$ cat src/rtl/high_radix_multiplication_pkg.sv
// Shared definitions for the iterative radix-4 unsigned multiplier.
//   DEFAULT_WIDTH : default operand width (product is twice this)
//   RADIX_BITS    : multiplier bits retired per iteration (radix 4)
//   NUM_DIGITS    : iterations needed for a DEFAULT_WIDTH multiplier
//   state_t       : controller states LOAD / RUN / DONE
package high_radix_multiplication_pkg;

    localparam int DEFAULT_WIDTH = 16;
    localparam int RADIX_BITS    = 2;
    localparam int NUM_DIGITS    = DEFAULT_WIDTH / RADIX_BITS;

    typedef enum logic [1:0] {
        LOAD = 2'd0,
        RUN  = 2'd1,
        DONE = 2'd2
    } state_t;

endpackage

$ cat src/rtl/high_radix_pp_select.sv
// Radix-4 partial product selector (purely combinational).
// Ports:
//   a     : multiplicand A
//   a3    : precomputed 3*A (two bits wider than A)
//   digit : current 2-bit multiplier digit
//   pp    : selected partial product 0 / A / 2A / 3A
module high_radix_pp_select #(
    parameter int WIDTH = 16
) (
    input  logic [WIDTH-1:0] a,
    input  logic [WIDTH+1:0] a3,
    input  logic [1:0]       digit,
    output logic [WIDTH+1:0] pp
);

    always_comb begin
        pp = '0;
        case (digit)
            2'd0:    pp = '0;
            2'd1:    pp = (WIDTH + 2)'(a);
            2'd2:    pp = (WIDTH + 2)'(a) << 1;
            default: pp = a3;
        endcase
    end

endmodule

$ cat src/rtl/high_radix_multiplication.sv
// Iterative radix-4 unsigned multiplier: out = x * y.
// One LOAD cycle captures the operands, then WIDTH/2 RUN cycles each add one
// shifted partial product to the accumulator; the finished sum is copied to
// out, which otherwise holds the last completed product. A change on x or y
// (in RUN or DONE) restarts the computation from LOAD.
// Ports:
//   clk   : clock, rising edge active
//   reset : asynchronous active-high reset
//   x     : unsigned multiplicand
//   y     : unsigned multiplier
//   out   : registered 2*WIDTH-bit product
module high_radix_multiplication
    import high_radix_multiplication_pkg::*;
#(
    parameter int WIDTH = DEFAULT_WIDTH
) (
    input  logic                 clk,
    input  logic                 reset,
    input  logic [WIDTH-1:0]     x,
    input  logic [WIDTH-1:0]     y,
    output logic [2*WIDTH-1:0]   out
);

    localparam int DIGITS = WIDTH / RADIX_BITS;
    localparam int CNT_W  = (DIGITS > 1) ? $clog2(DIGITS) : 1;
    localparam logic [CNT_W-1:0] LAST_DIGIT = CNT_W'(DIGITS - 1);

    state_t               state;
    state_t               state_next;
    logic [WIDTH-1:0]     a;
    logic [WIDTH-1:0]     b;
    logic [WIDTH+1:0]     a3;
    logic [2*WIDTH-1:0]   acc;
    logic [CNT_W-1:0]     cnt;

    logic [1:0]           digit;
    logic [WIDTH+1:0]     pp;
    logic [2*WIDTH-1:0]   pp_shifted;
    logic [2*WIDTH-1:0]   acc_sum;
    logic                 ops_changed;
    logic                 finish_now;

    // Digit i of the captured multiplier, bits [2i+1:2i].
    assign digit = b[RADIX_BITS*cnt +: RADIX_BITS];

    high_radix_pp_select #(.WIDTH(WIDTH)) u_pp_select (
        .a     (a),
        .a3    (a3),
        .digit (digit),
        .pp    (pp)
    );

    // Widen before shifting so the top digit's 3A term is never truncated.
    assign pp_shifted = (2*WIDTH)'(pp) << (RADIX_BITS*cnt);
    assign acc_sum    = acc + pp_shifted;

    assign ops_changed = (x != a) || (y != b);

    // ------------------------------------------------------------------
    // Controller
    // ------------------------------------------------------------------
    always_ff @(posedge clk or posedge reset) begin
        if (reset) begin
            state <= LOAD;
        end else begin
            state <= state_next;
        end
    end

    always_comb begin
        state_next = state;
        finish_now = 1'b0;
        case (state)
            LOAD: begin
                state_next = RUN;
            end
            RUN: begin
                // An operand change wins over completion so an aborted
                // result can never be published.
                if (ops_changed) begin
                    state_next = LOAD;
                end else if (cnt == LAST_DIGIT) begin
                    state_next = DONE;
                    finish_now = 1'b1;
                end
            end
            DONE: begin
                if (ops_changed) begin
                    state_next = LOAD;
                end
            end
            default: begin
                state_next = LOAD;
            end
        endcase
    end

    // ------------------------------------------------------------------
    // Datapath: operand registers, counter, accumulator, output register
    // ------------------------------------------------------------------
    always_ff @(posedge clk or posedge reset) begin
        if (reset) begin
            a   <= '0;
            b   <= '0;
            a3  <= '0;
            acc <= '0;
            cnt <= '0;
            out <= '0;
        end else begin
            case (state)
                LOAD: begin
                    a   <= x;
                    b   <= y;
                    a3  <= (WIDTH + 2)'(x) + ((WIDTH + 2)'(x) << 1);
                    acc <= '0;
                    cnt <= '0;
                end
                RUN: begin
                    acc <= acc_sum;
                    cnt <= cnt + 1'b1;
                    if (finish_now) begin
                        out <= acc_sum;
                    end
                end
                default: begin
                end
            endcase
        end
    end

endmodule

$ cat config.mk
export PLATFORM = sky130hd
export DESIGN_NAME = high_radix_multiplication
export DESIGN_NICKNAME = d
export VERILOG_FILES = /design/src/rtl/high_radix_multiplication_pkg.sv /design/src/rtl/high_radix_pp_select.sv /design/src/rtl/high_radix_multiplication.sv
export SDC_FILE = /design/constraint.sdc
export NUM_CORES = 1
export LEC_CHECK = 0
export BUFFER_PORTS_ARGS = -buffer_cell sky130_fd_sc_hd__buf_2
export CORE_AREA = 2 2 98 194
export DETAILED_ROUTE_END_ITERATION = 10
export DIE_AREA = 0 0 100 196
export MAX_ROUTING_LAYER = met4
export PLACE_DENSITY_LB_ADDON = 0.08
export RECOVER_POWER = 25
export REMOVE_ABC_BUFFERS = 1
export SKIP_CTS_REPAIR_TIMING = 1
export SLEW_MARGIN = 20
export SYNTH_ARGS = -nofsm -noshare
export SYNTH_HDL_FRONTEND = slang
export SYNTH_SLANG_ARGS = --single-unit
$ cat constraint.sdc
create_clock -name clk -period 5.7 [get_ports clk]
set_input_delay 1.71 -clock clk [delete_from_list [all_inputs] [get_ports clk]]
set_output_delay 1.71 -clock clk [all_outputs]
set_load 0.02 [all_outputs]
======== Word-level counts from Yosys, hierarchy flattened ========
Cells that the tools add are included.
storage, ports and cells
  register bits after elaboration ......... 119
  output and inout port bits .............. 32
  input port bits ......................... 34
  logic and storage cells ................. 37
cells by class
  eq/ne operators ......................... 9
  shift-type cells ........................ 2
  mux-type cells .......................... 10
  add/subtract/negate cells ............... 3
  reductions and logical operators ........ 6
operator list
  kind                                                                   count
  32-bit case mux with 2 select lines                                    1
  18-bit case mux with 3 select lines                                    1
  32-bit adder                                                           1
  16-bit inequality test                                                 2
  18-bit by 4-bit left shift with 32-bit output                          1
  16-bit by 17-bit adder with 18-bit output                              1
  16-bit by 5-bit indexed part select with 2-bit output                  1
  2-bit 2-to-1 mux                                                       3
  2-bit case mux with 3 select lines                                     1
  3-bit case mux with 2 select lines                                     1
  2-bit by 1-bit equality test with 1-bit output, second input constant  2
  2-bit equality test, second input constant                             2
  2-bit zero test                                                        2
  2-bit AND reduction                                                    2
  3-bit by 1-bit adder with 3-bit output, second input constant          1
  3-bit equality test, second input constant                             1
  1-bit 2-to-1 mux                                                       3
  3-bit inequality test, second input constant                           1
  2-bit inequality test, second input constant                           1
  2-bit nonzero test                                                     1
  1-bit logical OR                                                       1

======== Logic depth before layout (Yosys ltp) ========
Gate-level depths: netlist of the first run.
  word-level depth ........................ 6
  gate-level depth with buffers ........... 23
  gate-level depth less buffers ........... 19

======== Cells and area by module ========
From an unflattened synthesis of the first run, not the netlist that was laid out.
unflattened totals
  cells, all modules ...................... 941
  area total of the unflattened synthesis .. 8,212.9 µm²
modules (own cells, without submodules)
  module                     seq. area each (µm²)  area an instance (µm²)  cells each  times used
  high_radix_multiplication  2,952.8               7,785.0                 900         1
  high_radix_pp_select       0.0                   427.9                   41          1

======== Worst setup path after synthesis of the first run ========
Ideal clock, no wire load.
  path type ............................... reg2reg
  start point ............................. register cnt[0]
  end point ............................... register out[27]
  data required time ...................... 5,574 ps
  arrival time ............................ 4,557 ps
  path slack .............................. 1,017 ps
  library setup time ...................... 126 ps
  stages on the path, launching flop included .. 20
  period minus slack after synthesis ...... 4,683 ps
  path buffers ............................ 4
  path through ............................ dfrtp_1 > buf_6 > buf_12 > mux2i_1 > mux4_2 > buf_6 > mux2i_1 > o21ai_1 > mux4_2 > mux2_2 > ha_1 > clkbuf_1 > a21o_1 > o21bai_1 > a221o_1 > o211ai_1 > a21oi_1 > a211o_1 > a21o_1 > a221o_1
between the ends
  word-level cells in the longest chain between the ends .. 5
  elaborated cells between the ends (all ways) .. 12
  classes of those cells .................. add/sub (1); eq/ne (3); shift (2); mux (4); reduce/logical (2)
ends and longest elaborated chain
  element                                                                                              line                                                              RTL
  start, declared                                                                                      high_radix_multiplication.sv:34                                   logic [CNT_W-1:0] cnt;
  start signal, assigned                                                                               high_radix_multiplication.sv:120                                  cnt <= cnt + 1'b1;
  16-bit by 5-bit indexed part select with 2-bit output / 3-bit equality test (equally long branches)  high_radix_multiplication.sv:44, high_radix_multiplication.sv:82
  2-bit equality test (tied with other cells)                                                          high_radix_pp_select.sv:18                                        case (digit)
  18-bit case mux with 3 select lines / 1-bit 2-to-1 mux (equally long branches)                       high_radix_pp_select.sv:18, high_radix_multiplication.sv:80
  18-bit by 4-bit left shift with 32-bit output / 1-bit 2-to-1 mux (equally long branches)             high_radix_multiplication.sv:54, high_radix_multiplication.sv:73
  32-bit adder / 2-bit AND reduction (equally long branches)                                           n/a
  end signal, assigned                                                                                 high_radix_multiplication.sv:122                                  out <= acc_sum;
  end, declared                                                                                        high_radix_multiplication.sv:21                                   output logic [2*WIDTH-1:0] out
Parallel ways exist; a longest one is shown, timed or not.
A chain may end at the register's enable or synchronous reset.

======== Worst setup path after layout of the first run ========
  start point ............................. register cnt[0]
  end point ............................... register acc[27]
between the ends
  word-level cells in the longest chain between the ends .. 6
  elaborated cells between the ends (all ways) .. 8
  classes of those cells .................. add/sub (1); eq/ne (2); shift (2); mux (2); reduce/logical (1)
ends and longest elaborated chain
  element                                                line                              RTL
  16-bit by 5-bit indexed part select with 2-bit output  high_radix_multiplication.sv:44   assign digit = b[RADIX_BITS*cnt +: RADIX_BITS];
  2-bit equality test (tied with other cells)            high_radix_pp_select.sv:18
  18-bit case mux with 3 select lines                    high_radix_pp_select.sv:18
  18-bit by 4-bit left shift with 32-bit output (*)      high_radix_multiplication.sv:54   assign pp_shifted = (2*WIDTH)'(pp) << (RADIX_BITS*cnt);
  32-bit adder (*)                                       high_radix_multiplication.sv:55   assign acc_sum = acc + pp_shifted;
  32-bit case mux with 2 select lines (*)                high_radix_multiplication.sv:110  case (state)
  end signal, assigned                                   high_radix_multiplication.sv:119  acc <= acc_sum;
  end, declared                                          high_radix_multiplication.sv:33   logic [2*WIDTH-1:0] acc;
Mark *: on every way between the ends. The rest lies on a longest branch, timed or not.

==> results.toml, run 1 <==
[sta]
drv_slew = 191
fin_crit_ns = 5.41
max_slew.worst_pin.slew_ns = 2.41
period_share = 0.949
setup_viol_count_final = 0
slew-limit-headroom = -0.609
tns_ns = 0
clock.fmax_mhz = 185
rsz0062_at_grt = "false"
hold_viol = 0
clock_skew_ns = 0.00889

[clock_network]
root_buffer = "clkbuf_16"
cts_made_buffers = 17
cts_tree = "done"
ctsHtreeMaxLevel = 4
clock_path_buffers = 2
cts.sinks = 118
path_clk_slew_ns = 0.06
clock_latency_ns = 0.43

[final_layout]
final_common_cell = "nand2_1"
layout-drive-gt1-share = 0.174
regArea_mm2 = 0.00295
multi_input_area_mm2 = 0.00482
diodes = 0
mostFrequentLayoutCells = "nand2_1 (162), dfrtp_1 (117), buf_2 (65)"
finish.instance_area_mm2 = 0.00911
nNetsFinal = 1000
area_growth_pct = 13.4
nFillCells = 1758

[grt]
grt_first_pass_wirelength_um = 36700
grt_use_total = 0.251
antenna_found_initial = 0
grt.overflow.total = 0
grt_pass1_vias = 6878
grt_max_degree = 64

[die]
die_y_um = 196
io_pins = 66
die_area_mm2 = 0.0196
die_width_um = 100
std_cell_rows = 70
core_area_mm2 = 0.0182
start_util = 0.441

[worst_setup_path]
startpoint = "cnt[0]$_DFFE_PP0P_"
crit_path_max_fanout = 11
cp_cell_sequence = "mux2i_1 -> mux4_2 -> buf_4 -> mux2i_1 -> o21ai_0 -> mux4_2 -> mux2_2 -> ha_1 -> a21o_1 -> o21bai_1 -> a221o_1 -> o211ai_1 -> a21oi_1 -> a211o_1 -> a2111oi_1 -> a221o_1"
r2r_start = "cnt[0]$_DFFE_PP0P_"
worstSetupPathType = "register to register"
worstPathArrival_ns = 5.76
end_kind = "register"
cp_slowest_cell = "mux4_2"
cp.depth = 16
critPathMaxStageDelay_ns = 0.63
critPathTopFamily = "compound AO/OA/AOI/OAI gates"
start_kind = "register"
critical_path_required_ns = 6.05
path_buf_inv = 1
reg2regPathDepth = 16
ff2ff_setup_slack_ns = 0.29

[worst_hold_path]
whs_path_depth = 2
hold_start = "out[29]$_DFFE_PP0P_"
hold_path_class = "register to register"

[drt]
wl_per_cell_um = 19.8
vias = 6526
drc = 0
ant_nets = 0
first_iter_violations = 258
routed_wl_um = 22600
firstDrtPassIters = 4
viasPerCell = 5.71

[run]
maxCapViolations = 4

[placed_design]
io_buffers = 65
place_area_mm2 = 0.00853
dp_hpwl_um = 17600
gp_congestion = 0.904

[yosys]
yosys_warnings = 0
ys_ff_latch = 118
ys_seq_area_frac = 0.368
synth-main-ff-cell = "dfrtp_1"
synth-edff-count = 0
async_flop_share = 1.00
synth_area_mm2 = 0.00803
ys_types = 59
syn_inst = 858
avgSynthCellArea_um2 = 9.36

[power_and_ir_drop]
peakVddDrop_uv = 166
p_leak_nw = 4.59
p_per_area_mw_per_mm2 = 267

[run_status]
status = "finished, violations left"
violations = "max-capacitance violations, max-slew violations"
## metal layers
metal  vias up  routed length (µm)  global-route usage
met5         -                   0                   -
met4         0                1290               0.146
met3        59                 504              0.0353
met2       128               12700               0.456
met1      3159                8150               0.248
li1       3180                   -                   -
## cell usage after synthesis, drive strengths merged, types with 8 or more instances
| cell | n | share of area |
|---|---|---|
| xor2 | 46 | 0.050 |
| nor4 | 9 | 0.0070 |
| buf | 8 | 0.0098 |
| a21oi | 38 | 0.024 |
| nor2 | 33 | 0.015 |
| a22o | 27 | 0.029 |
| inv | 17 | 0.0079 |
| nor3 | 11 | 0.0069 |
| nand2 | 162 | 0.076 |
| a21o | 21 | 0.020 |
| ha | 50 | 0.078 |
| mux2i | 45 | 0.058 |
| o21a | 13 | 0.012 |
| nor2b | 8 | 0.0072 |
| xnor2 | 24 | 0.026 |
| clkbuf | 32 | 0.015 |
| dfrtp | 118 | 0.37 |
| mux2 | 36 | 0.050 |
| o21ai | 60 | 0.037 |
## final timing paths
check | to
max | acc[27]$_DFFE_PP0P_
min | out[29]$_DFFE_PP0P_
max reg2reg | acc[27]$_DFFE_PP0P_
min reg2reg | out[29]$_DFFE_PP0P_
max in group asynchronous | cnt[0]$_DFFE_PP0P_
min in group asynchronous | acc[16]$_DFFE_PP0P_
## logic make-up (layout without fill, tap and decap cells)
logic type / count (synthesis) / count (layout) / share of synthesized area
buffers and inverters: 58 / 127 / 0.0332
AO/OA/AOI/OAI: 211 / 211 / 0.176
flip-flops: 118 / 118 / 0.368
multiplexers: 85 / 85 / 0.119
adder cells (fa/ha/maj): 52 / 52 / 0.0829
XOR/XNOR: 70 / 70 / 0.0763
AND/OR/NAND/NOR: 264 / 264 / 0.145
## per-stage QoR
stage | hold slack, ns | util | power [mW] | instances | setup slack, ns
floorplan | 0.440 | - | 1.23 | 818 | 0.325
global placement | 0.466 | 0.468 | 1.37 | 1111 | 0.486
detailed placement | 0.479 | 0.468 | 1.37 | 1111 | 0.283
CTS | 0.491 | 0.500 | 2.45 | 1143 | 0.171
global route | 0.519 | 0.500 | 2.53 | 1143 | 0.0393
finish | 0.485 | 0.500 | 2.43 | 1143 | 0.291
## area by class of cell
type                            count  area share
Tap cell                          216      0.0297
Multi-Input combinational cell    682       0.530
Clock buffer                       20      0.0502
Clock inverter                     12      0.0140
Timing Repair Buffer               77      0.0444
Inverter                           18     0.00756
Sequential cell                   118       0.324
## sequential cells by signal, summed over array words and instances (netlist names)
name   flops
a         16
out       32
cnt        3
a3        17
b         16
acc       32
state      2
## report_power, final
part	internal [mW]	switching, mW
registers	0.884	0.0453
clock network	0.664	0.411
logic	0.169	0.256
total	1.72	0.712
## worst min-delay path, cell delays in order (launching register included)
cell	delay, ns
dfrtp_1	0.34
nand2_1	0.04
o21ai_0	0.06
Power figures use the tool's default switching activity.
==> run 2, diff against run 1 <==
Settings changed: SETUP_SLACK_MARGIN set to 0.3.
==> results.toml, run 2 (synthesis gave the netlist of run 1 again) <==
[clock_network]
ctsHtreeMaxLevel = 4
clock_latency_ns = 0.43
cts_tree = "done"
cts_made_buffers = 17
root_buffer = "clkbuf_16"
path_clk_slew_ns = 0.06
clock_path_buffers = 2
cts.sinks = 118

[sta]
clock.fmax_mhz = 196
clock_skew_ns = 0.00812
period_share = 0.895
fin_crit_ns = 5.10
drv_slew = 191
slew-limit-headroom = -0.630
hold_viol = 0
rsz0062_at_grt = "false"
tns_ns = 0
setup_viol_count_final = 0
max_slew.worst_pin.slew_ns = 2.44

[final_layout]
nFillCells = 1758
final_common_cell = "nand2_1"
diodes = 0
mostFrequentLayoutCells = "nand2_1 (162), dfrtp_1 (117), buf_2 (65)"
area_growth_pct = 13.9
layout-drive-gt1-share = 0.180
fin_util = 0.502
nNetsFinal = 1004
top_regs = "acc: 32 flops, out: 32 flops, a3: 17 flops"

[die]
start_util = 0.441
die_y_um = 196
io_pins = 66
die_area_mm2 = 0.0196
std_cell_rows = 70
die_width_um = 100
core_area_mm2 = 0.0182

[drt]
vias = 6550
firstDrtPassIters = 4
ant_nets = 0
drc = 0
first_iter_violations = 295
viasPerCell = 5.71
routed_wl_um = 22600
wl_per_cell_um = 19.7

[worst_setup_path]
end_kind = "register"
worstSetupPathType = "register to register"
path_buf_inv = 0
critPathTopFamily = "compound AO/OA/AOI/OAI gates"
cp_cell_sequence = "mux4_2 -> mux2i_4 -> nor2b_4 -> nand2_1 -> o21ai_0 -> mux2i_1 -> o22a_1 -> nor2_1 -> ha_1 -> a21o_1 -> a221oi_1 -> a21oi_1 -> a21o_1 -> a21o_1 -> a221oi_1 -> xnor2_1 -> mux2_2"
crit_path_frequent_cell = "a21o_1"
worstPathArrival_ns = 5.41
critical_path_required_ns = 6.01
crit_path_max_fanout = 15
start_kind = "register"
critPathMaxStageDelay_ns = 0.58
cp_slowest_cell = "mux4_2"

[grt]
antenna_found_initial = 0
grt.overflow.total = 0
grt_max_degree = 64
grt_pass1_vias = 6878
grt_use_total = 0.251
grt_first_pass_wirelength_um = 36700

[placed_design]
io_buffers = 65
dp_hpwl_um = 17600
gp_congestion = 0.904

[power_and_ir_drop]
p_per_area_mw_per_mm2 = 266
totalPowerFinal_mw = 2.43
peakVddDrop_uv = 166
p_leak_nw = 4.61

[run_status]
status = "finished, violations left"
violations = "max-capacitance violations, max-slew violations"

[worst_hold_path]
hold_path_class = "register to register"

[run]
maxCapViolations = 4
==> run 2: cell count changes in the layout (fill, tap and decap cells not counted) <==
| cell | delta |
|---|---|
| a21oi_2 | +1 |
| buf_4 | +4 |
| ha_2 | +1 |
| a2111oi_2 | +1 |
| ha_1 | -1 |
| a2111oi_1 | -1 |
| a21oi_1 | -1 |
==> run 2: report_power, final <==
| part | switching (mW) | internal (mW) |
|---|---|---|
| combinational | 0.255 | 0.171 |
| sequential | 0.0452 | 0.884 |
| clock | 0.410 | 0.664 |
| total | 0.711 | 1.72 |
==> run 2: path summary, 6_finish.rpt <==
kind | startpoint | to | slack, ns | cells after the start
worst max-delay path | cnt[0]$_DFFE_PP0P_ | out[26]$_DFFE_PP0P_ | 0.60 | 17
worst min-delay path | out[29]$_DFFE_PP0P_ | out[29]$_DFFE_PP0P_ | 0.49 | 2
worst max register to register | cnt[0]$_DFFE_PP0P_ | out[26]$_DFFE_PP0P_ | 0.60 | 17
worst min register to register | out[29]$_DFFE_PP0P_ | out[29]$_DFFE_PP0P_ | 0.49 | 2
max in group asynchronous | reset | cnt[0]$_DFFE_PP0P_ | 1.07 | 3
min in group asynchronous | reset | a3[12]$_DFFE_PP0P_ | 1.60 | 2
==> run 2: worst register-to-register path, stage by stage (launching register included) <==
cell	delay, ns
dfrtp_2	0.48
mux4_2	0.58
mux2i_4	0.18
nor2b_4	0.36
nand2_1	0.09
o21ai_0	0.11
mux2i_1	0.14
o22a_1	0.24
nor2_1	0.14
ha_1	0.30
a21o_1	0.22
a221oi_1	0.56
a21oi_1	0.22
a21o_1	0.29
a21o_1	0.21
a221oi_1	0.45
xnor2_1	0.15
mux2_2	0.28
==> run 2: metal layers <==
layer,track usage,routed length (µm),up-vias
li1,-,-,3189
met5,-,0,-
met4,0.146,1310,0
met1,0.248,8120,3178
met3,0.0353,491,60
met2,0.456,12700,123
==> run 2: through the flow <==
stage	std cells	area (µm²)	hold WS, ns	setup WS, ns
after floorplan	818	7830	0.440	0.325
after global placement	1111	8530	0.466	0.486
after detailed placement	1111	8530	0.479	0.283
after CTS	1143	9120	0.491	0.171
after global routing	1147	9150	0.519	0.315
final	1147	9150	0.485	0.598
==> run 2: area by class of cell <==
type	count	area [µm²]	area share
sequential	118	2950	0.323
inverter	18	68.8	0.00752
clock inverter	12	128	0.0140
timing repair buffer	81	434	0.0475
clock buffer	20	457	0.0499
tap	216	270	0.0295
multi-input combinational	682	4840	0.529
